==> src/rtl/decoder_stage_controller.sv <==
// decoder_stage_controller
// Central sequencer for the union-find processing_unit array. Accepts a
// syndrome round, walks LOAD -> (GROW -> MERGE)* -> PEEL -> RESULT and
// broadcasts the current stage to every PE. The state register itself is
// the global_stage broadcast, so the stage the PEs see is always the
// registered FSM state.
//
// Handshakes: a transfer happens on a rising clk edge where valid and ready
// are both high. start_ready is high only in IDLE. result_valid is high for
// the whole RESULT stage. A start request that coincides with the result
// transfer is taken in the following IDLE cycle, because start_ready is
// still low during RESULT.

module decoder_stage_controller #(
    parameter int PU_COUNT       = 64,
    parameter int STAGE_WIDTH    = 3,
    parameter int MAX_ITERATIONS = 32,
    parameter int LOAD_CYCLES    = 2,
    parameter int MERGE_SETTLE   = 4,
    parameter int CYCLE_WIDTH    = 32
) (
    input  logic                                  clk,
    input  logic                                  reset,
    input  logic                                  start_valid,
    output logic                                  start_ready,
    input  logic [PU_COUNT-1:0]                   busy,
    input  logic [PU_COUNT-1:0]                   odd,
    output logic [STAGE_WIDTH-1:0]                global_stage,
    output logic                                  result_valid,
    input  logic                                  result_ready,
    output logic [$clog2(MAX_ITERATIONS+1)-1:0]   iteration_count,
    output logic [CYCLE_WIDTH-1:0]                cycle_count,
    output logic                                  timeout
);

    // Stage encodings double as FSM states; 6 and 7 are illegal.
    typedef enum logic [2:0] {
        ST_IDLE   = 3'd0,
        ST_LOAD   = 3'd1,
        ST_GROW   = 3'd2,
        ST_MERGE  = 3'd3,
        ST_PEEL   = 3'd4,
        ST_RESULT = 3'd5
    } stage_e;

    localparam int IW = $clog2(MAX_ITERATIONS + 1);
    localparam int LW = (LOAD_CYCLES > 1) ? $clog2(LOAD_CYCLES) : 1;
    localparam int SW = (MERGE_SETTLE > 1) ? $clog2(MERGE_SETTLE) : 1;

    localparam logic [LW-1:0] LOAD_LAST   = LW'(LOAD_CYCLES - 1);
    localparam logic [SW-1:0] SETTLE_LAST = SW'(MERGE_SETTLE - 1);
    localparam logic [IW-1:0] ITER_MAX    = IW'(MAX_ITERATIONS);

    stage_e                 state_q;
    logic [LW-1:0]          load_cnt_q;
    logic [SW-1:0]          settle_q;
    logic [IW-1:0]          iter_q;
    logic [CYCLE_WIDTH-1:0] cycle_q;
    logic                   timeout_q;
    logic                   result_valid_q;

    logic busy_any;
    logic odd_any;
    logic settled;

    // Array-wide flags and the settle condition shared by MERGE and PEEL:
    // busy low now and low for the previous MERGE_SETTLE-1 cycles.
    assign busy_any = |busy;
    assign odd_any  = |odd;
    assign settled  = !busy_any && (settle_q == SETTLE_LAST);

    assign start_ready     = (state_q == ST_IDLE);
    assign global_stage    = STAGE_WIDTH'(state_q);
    assign result_valid    = result_valid_q;
    assign iteration_count = iter_q;
    assign cycle_count     = cycle_q;
    assign timeout         = timeout_q;

    // Stage sequencer with its counters and registered result outputs.
    always_ff @(posedge clk or negedge reset) begin
        if (!reset) begin
            state_q        <= ST_IDLE;
            load_cnt_q     <= '0;
            settle_q       <= '0;
            iter_q         <= '0;
            cycle_q        <= '0;
            timeout_q      <= 1'b0;
            result_valid_q <= 1'b0;
        end else begin
            // Round latency: counts active stages, saturating at all-ones.
            if (state_q != ST_IDLE && state_q != ST_RESULT && cycle_q != '1) begin
                cycle_q <= cycle_q + CYCLE_WIDTH'(1);
            end

            case (state_q)
                ST_IDLE: begin
                    load_cnt_q     <= '0;
                    settle_q       <= '0;
                    result_valid_q <= 1'b0;
                    if (start_valid) begin
                        state_q   <= ST_LOAD;
                        iter_q    <= '0;
                        cycle_q   <= '0;
                        timeout_q <= 1'b0;
                    end
                end

                ST_LOAD: begin
                    if (load_cnt_q == LOAD_LAST) begin
                        load_cnt_q <= '0;
                        state_q    <= ST_GROW;
                    end else begin
                        load_cnt_q <= load_cnt_q + LW'(1);
                    end
                end

                ST_GROW: begin
                    iter_q   <= iter_q + IW'(1);
                    settle_q <= '0;
                    state_q  <= ST_MERGE;
                end

                ST_MERGE: begin
                    if (busy_any) begin
                        settle_q <= '0;
                    end else if (settled) begin
                        settle_q <= '0;
                        if (!odd_any) begin
                            state_q <= ST_PEEL;
                        end else if (iter_q < ITER_MAX) begin
                            state_q <= ST_GROW;
                        end else begin
                            state_q        <= ST_RESULT;
                            timeout_q      <= 1'b1;
                            result_valid_q <= 1'b1;
                        end
                    end else begin
                        settle_q <= settle_q + SW'(1);
                    end
                end

                ST_PEEL: begin
                    if (busy_any) begin
                        settle_q <= '0;
                    end else if (settled) begin
                        settle_q       <= '0;
                        state_q        <= ST_RESULT;
                        result_valid_q <= 1'b1;
                    end else begin
                        settle_q <= settle_q + SW'(1);
                    end
                end

                ST_RESULT: begin
                    if (result_ready) begin
                        state_q        <= ST_IDLE;
                        result_valid_q <= 1'b0;
                    end
                end

                default: begin
                    state_q        <= ST_IDLE;
                    load_cnt_q     <= '0;
                    settle_q       <= '0;
                    result_valid_q <= 1'b0;
                end
            endcase
        end
    end

endmodule

==> config.mk <==
export PLATFORM = sky130hd
export DESIGN_NAME = decoder_stage_controller
export DESIGN_NICKNAME = d
export VERILOG_FILES = /design/src/rtl/decoder_stage_controller.sv
export SDC_FILE = /design/constraint.sdc
export NUM_CORES = 1
export LEC_CHECK = 0
export BUFFER_PORTS_ARGS = -buffer_cell sky130_fd_sc_hd__buf_4
export CAP_MARGIN = 10
export CORE_MARGIN = 4
export CORE_UTILIZATION = 47
export CTS_CLUSTER_DIAMETER = 60
export DETAILED_ROUTE_END_ITERATION = 16
export PLACE_DENSITY_LB_ADDON = 0.1
export SETUP_SLACK_MARGIN = 0.4
export SLEW_MARGIN = 20
export SYNTH_ARGS = -nofsm -noshare
export SYNTH_HDL_FRONTEND = slang
export SYNTH_SLANG_ARGS = --single-unit
export TNS_END_PERCENT = 1
==> constraint.sdc <==
create_clock -name clk -period 5.9 [get_ports clk]
set_clock_uncertainty 0.2 [all_clocks]
set_input_delay 0.295 -clock clk [delete_from_list [all_inputs] [get_ports clk]]
set_output_delay 0.295 -clock clk [all_outputs]
set_load 0.05 [all_outputs]
# Yosys cells after proc, flatten, opt, wreduce, memory -nomap -nowiden
# Cells that the tools add are included.
# totals
output_inout_bits	44
in_bits	132
memories	0
register_bits	46
mem_bits_ro	0
latchBits	0
ram_bits	0
# op_classes
n_shift	0
n_eq_ne	17
div	0
muxes	30
add_sub_neg	4
n_mul	0
magnitude_cmp	1
n_reduce_logical	18
bitwise	1
# ops
cell	n
64-bit OR reduction	2
32-bit 2-to-1 mux	3
32-bit by 1-bit adder with 32-bit output (second input constant)	1
32-bit inequality test (second input constant)	1
3-bit 2-to-1 mux	9
2-bit inequality test (second input constant)	9
3-bit one-hot mux with 6 select lines	1
6-bit one-hot mux with 2 select lines	1
1-bit 2-to-1 mux	9
8-bit AND reduction	1
7-bit AND reduction	1
6-bit by 1-bit adder with 6-bit output (second input constant)	1
3-bit by 2-bit equality test with 1-bit output (second input constant)	2
3-bit equality test (second input constant)	2
6-bit less-than comparator (second input constant)	1
6-bit 2-to-1 mux	1
6-bit AND reduction	1
2-bit OR reduction	3
2-bit 2-to-1 mux	2
1-bit one-hot mux with 2 select lines	2
1-bit one-hot mux with 4 select lines	1
2-bit one-hot mux with 2 select lines	1
2-bit nonzero test	2
4-bit OR reduction	1
11 further kinds	13

# Logic depth before layout (Yosys ltp)
# logic_depth
word_depth	6
depth_mapped	8
ltp_nobuf	6

# Least setup slack after synthesis
# No wires, ideal clock.
# synth_timing
path_type	reg2reg
startpoint	register state_q[2], in the netlist global_stage[2]
endpoint	register cycle_q[2], in the netlist cycle_count[2]
synth_period_minus_slack_ns	3.045
arrival_time_ns	2.698
setup_ns	0.148
path_stages_with_launch	7
slack_ns	2.855
cell_sequence	dfrtp_1 nor3_1 nand2_1 clkbuf_1 clkbuf_1 o211ai_1 o31ai_1
# synth_between
elab_cells_between_ends	8
cone_classes	1 x eq/ne; 3 x mux; 4 x reduce/logical
# synth_lines
element	line	rtl
start: declaration	54	stage_e state_q;
start signal: assignment	82	state_q <= ST_IDLE;
start signal: assignment	101	state_q <= ST_LOAD;
start signal: assignment	111	state_q <= ST_GROW;
3-bit logical NOT	-	
named net start_ready	25	output logic start_ready,
32-bit 2-to-1 mux	95	case (state_q)
end signal: assignment	92	cycle_q <= cycle_q + CYCLE_WIDTH'(1);
end: declaration	58	logic [CYCLE_WIDTH-1:0] cycle_q;
# The timed path passes the listed nets, and every way through them passes these cells.
# A chain may end at the register's enable or synchronous reset.

# Final worst setup path
# layout_timing
startpoint	register state_q[0], in the netlist global_stage[0]
endpoint	register cycle_q[18], in the netlist cycle_count[18]
# layout_between
elab_chain_cells	6
elab_cells_between_ends	8
cone_classes	1 x eq/ne; 3 x mux; 4 x reduce/logical
# layout_rtl
element	line	rtl
3-bit inequality test / 3-bit nonzero test (equally long branches)	91	if (state_q != ST_IDLE && state_q != ST_RESULT && cycle_q != '1) begin
1-bit logical AND (2 in series)	91	
32-bit 2-to-1 mux	91	
32-bit 2-to-1 mux	100	if (start_valid) begin
32-bit 2-to-1 mux *	95	
# Every way passes the cells marked *; elsewhere a longest branch is shown, timed or not.

==> flow_summary_export.csv <==
group,metric,value,unit
power_and_ir_drop,clkPwrFrac,0.122,
sta,finalMaxSlewViolations,0,
routing,vias,3289,
floorplan,core_area,5921,sq um
floorplan,row_count,28,
sta,fin_setup_tns,0,ns
cts,cts-buffers-inserted,5,
power_and_ir_drop,seq_power_share,0.359,
setup_path,r2r_cells,5,
setup_path,rr_startpoint,"global_stage[0]",
global_routing,grt_usage,0.2518,
cts,cts_tree,"built",
sta,tightest_slew,1.071,ns
worst_hold_path,hp-class,"primary input to register",
place,gp_congestion,0.8229,
global_routing,grt_pass1_wl,15220,microns
setup_path,critPathMaxFanout,17,
setup_path,cp.arrival,2.59,ns
worst_hold_path,hold_depth,4,
setup_path,cp-endpoint,"cycle_count[18]",
power_and_ir_drop,comb_power_share,0.519,
power_and_ir_drop,switching_power,0.7864,mW
synth,avgSynthCellArea,8.739,sq um
sta,rsz0062_at_grt,"no",
routing,ant_nets,0,
cells_and_area,diodes,0,
global_routing,grt_overflow_total,0,
routing,viasPerCell,5.790,
setup_path,worstPathRequired,5.90,ns
place,io_buffers,175,
setup_path,timing_worst_setup_path_type,"register to register",
cts,clk_latency,0.30,ns
synth,synthCells,328,
routing,wl_per_cell,16.53,microns
synth,yosys_warnings,0,
cts,clock_sinks,46,
routing,drt_pass1_iterations,4,
cells_and_area,fill_cells,496,
sta,period_share,0.4402,
cts,htreeDepth,2,
setup_path,cpPeakStageDelay,0.87,ns
sta,hold_viol,0,
synth,yosysSeqAreaShare,0.4016,
setup_path,cp_cell_sequence,"xor2_1, nor2_1, nor4_1, a211oi_1, a31o_2",
cells_and_area,drive_gt1_frac,0.3854,
sta,timing.final.ws_setup,3.303,ns
run_status,outcome,"finished clean",
synth,ys_ff_latch,46,
cells_and_area,stdcell_area,4268,sq um
synth,synth_cell_types,44,
setup_path,crit_slowest_cell,"nor4_1",
global_routing,grt_max_degree,47,
sta,finalCriticalPeriod,2.597,ns
floorplan,die_height,86.10,microns
cts,clkTransAtPathRegs,0.08,ns
power_and_ir_drop,swShare,0.4989,
setup_path,r2r_end,"cycle_count[18]",
floorplan,die_area,7412,sq um
global_routing,antenna_found_initial,0,
power_and_ir_drop,power.internal,0.7899,mW
routing,initialDrtViolationCount,124,
floorplan,start_util,0.4842,
global_routing,first_global_vias,3259,
setup_path,start_kind,"register",
cells_and_area,utilization,0.7208,
cells_and_area,fin_nets,629,
power_and_ir_drop,cellPowerDensity,369.3,nW/um^2
job,cap_violations,0,
power_and_ir_drop,peakVddDrop,0.3907,mV
cts,cts_resized,0,
cts,root_buffer,"clkbuf_8",
cts,ctsLongestPathBuffers,2,
synth,async_flop_share,1.000,
floorplan,pin_count,176,
cells_and_area,area_delta_synth_final,48.89,%
place,post-dp-hpwl,7440,microns
setup_path,worstSetupStartpoint,"global_stage[0]",
routing,drc_errors,0,
setup_path,end_kind,"register",
floorplan,die_w,86.10,microns
synth,synth_edf_count,0,
routing,postRouteWirelength,9388,microns
synth,synth_area,2866,sq um
power_and_ir_drop,p_leak,1.950,nW
place,place_ws,3.348,ns
synth,ys.flop_type,"dfrtp_1",
sta,setup_viol,0,
place,dpl_cell_area,4175,sq um
sta,max-slew-margin-rel,0.2796,
synth,syn-num-nets,463,
setup_path,rrSetupSlack,3.30,ns
sta,max_freq,385.0,MHz
[critical path: cells and delay by family, from the launching register on]
kind | cells | cell delay, ns
compound gates | 2 | 0.45
xor+xnor | 1 | 0.23
flops | 1 | 0.64
simple gates | 2 | 0.97
[cells in the final DEF, fill, tap and decap left out, drive strengths merged, types with 5 or more instances in the layout]
master | netlist | layout
o31ai | 16 | 16
clkbuf | 10 | 6
buf | 6 | 175
o21ai | 21 | 21
nand2b | 6 | 6
or3 | 5 | 5
o211ai | 6 | 6
a21oi | 18 | 18
dfrtp | 46 | 46
mux2i | 6 | 6
nor2 | 14 | 14
inv | 6 | 6
and2 | 5 | 5
nand4 | 19 | 19
nand2 | 35 | 35
nor4 | 37 | 37
nand3 | 15 | 15
and4 | 7 | 7
or4 | 11 | 11
[power groups by stage]
stage	Sequential, mW	Clock (mW)	Combinational (mW)
6_report	0.566	0.192	0.819
5_1_grt	0.589	0.206	0.884
4_1_cts	0.562	0.196	0.826
3_5_place_dp	0.567	0	0.823
3_3_place_gp	0.558	0	0.810
2_1_floorplan	0.865	0	0.217
[Yosys cell counts (2+ instances only)]
cell        n  area, sq um
a41o_1      2        20.02
o21ai_0    21        105.1
inv_1       6        22.52
a311oi_1    2        17.52
or4_1      11        82.58
nand2_1    35        131.4
mux2i_1     6        60.06
ha_1        3        37.54
a211oi_1    3        22.52
buf_2       2        10.01
o2111ai_1   2        17.52
o31ai_1    16        120.1
nor3_1      4        20.02
and4_1      4        35.03
nor4_1     37        231.5
a31o_2      3        26.28
a21oi_1    18        90.09
clkbuf_1    9        33.78
a31oi_1     3        18.77
nand3_1    15        75.07
buf_6       3        33.78
and2_1      5        31.28
o31a_1      2        17.52
and4_2      2        20.02
nand4_1    18        112.6
or3_1       4        25.02
o21a_1      2        15.01
nand2b_1    6        37.54
o211ai_1    6        45.04
nor2b_1     3        18.77
dfrtp_1    46         1151
and3_1      4        25.02
nor2_1     14        52.55
[kinds of logic (layout without fill, tap and decap cells)]
kind of cell               Yosys count  in the layout  synth area share
AOI/OAI and AO/OA                   81             81            0.1825
xor gates and xnor gates             2              2          0.006112
adders and majority gates            3              3           0.01310
buffers and inverters               23            188           0.04234
DFF                                 46             46            0.4016
muxes                                6              6           0.02095
and+or+nand+nor                    167            167            0.3335
[flip-flops by register name, summed over array words and instances (netlist names)]
register and flops:
settle_q 2, cycle_count 32, global_stage 3, iteration_count 6, load_cnt_q 1, timeout 1, result_valid 1
[worst min-delay path by stage]
stage                             from               to
after CTS                 result_ready  global_stage[2]
after global placement           reset  cycle_count[22]
after detailed placement         reset  cycle_count[21]
after global routing      result_ready  global_stage[2]
after floorplan                  reset   cycle_count[0]
final                     result_ready  global_stage[2]
[per-layer routing]
metal	up-vias	wire (microns)	part of all wire	track usage
met5	-	0	0	0
li1	1621	-	-	-
met2	118	4878	0.52	0.4562
met4	0	86	0.0092	0.06043
met1	1537	3715	0.40	0.2995
met3	13	708	0.075	0.05860
[area by class of cell]
cell class | instances | area, sq um | area share
sequential | 46 | 1151 | 0.2697
timing repair buffer | 176 | 1324 | 0.3102
inverter | 6 | 22.52 | 0.005277
clock buffer | 6 | 82.58 | 0.01935
tap | 75 | 93.84 | 0.02199
multi-input combinational | 259 | 1594 | 0.3735
[timing repair]
action                                 CTS  global route
endpoints found under the hold margin   46             0
hold buffers                             1             0
setup buffers                            0             0
[metrics by stage]
step / hold slack, ns / total power [mW] / instances
2_1_floorplan: -0.2006 / 1.082 / 328
3_3_place_gp: 0.1384 / 1.368 / 561
3_5_place_dp: 0.1385 / 1.390 / 561
4_1_cts: 0.1030 / 1.585 / 568
5_1_grt: 0.1126 / 1.678 / 568
6_report: 0.1076 / 1.576 / 568
No activity file was read; power rests on OpenSTA's default activity.
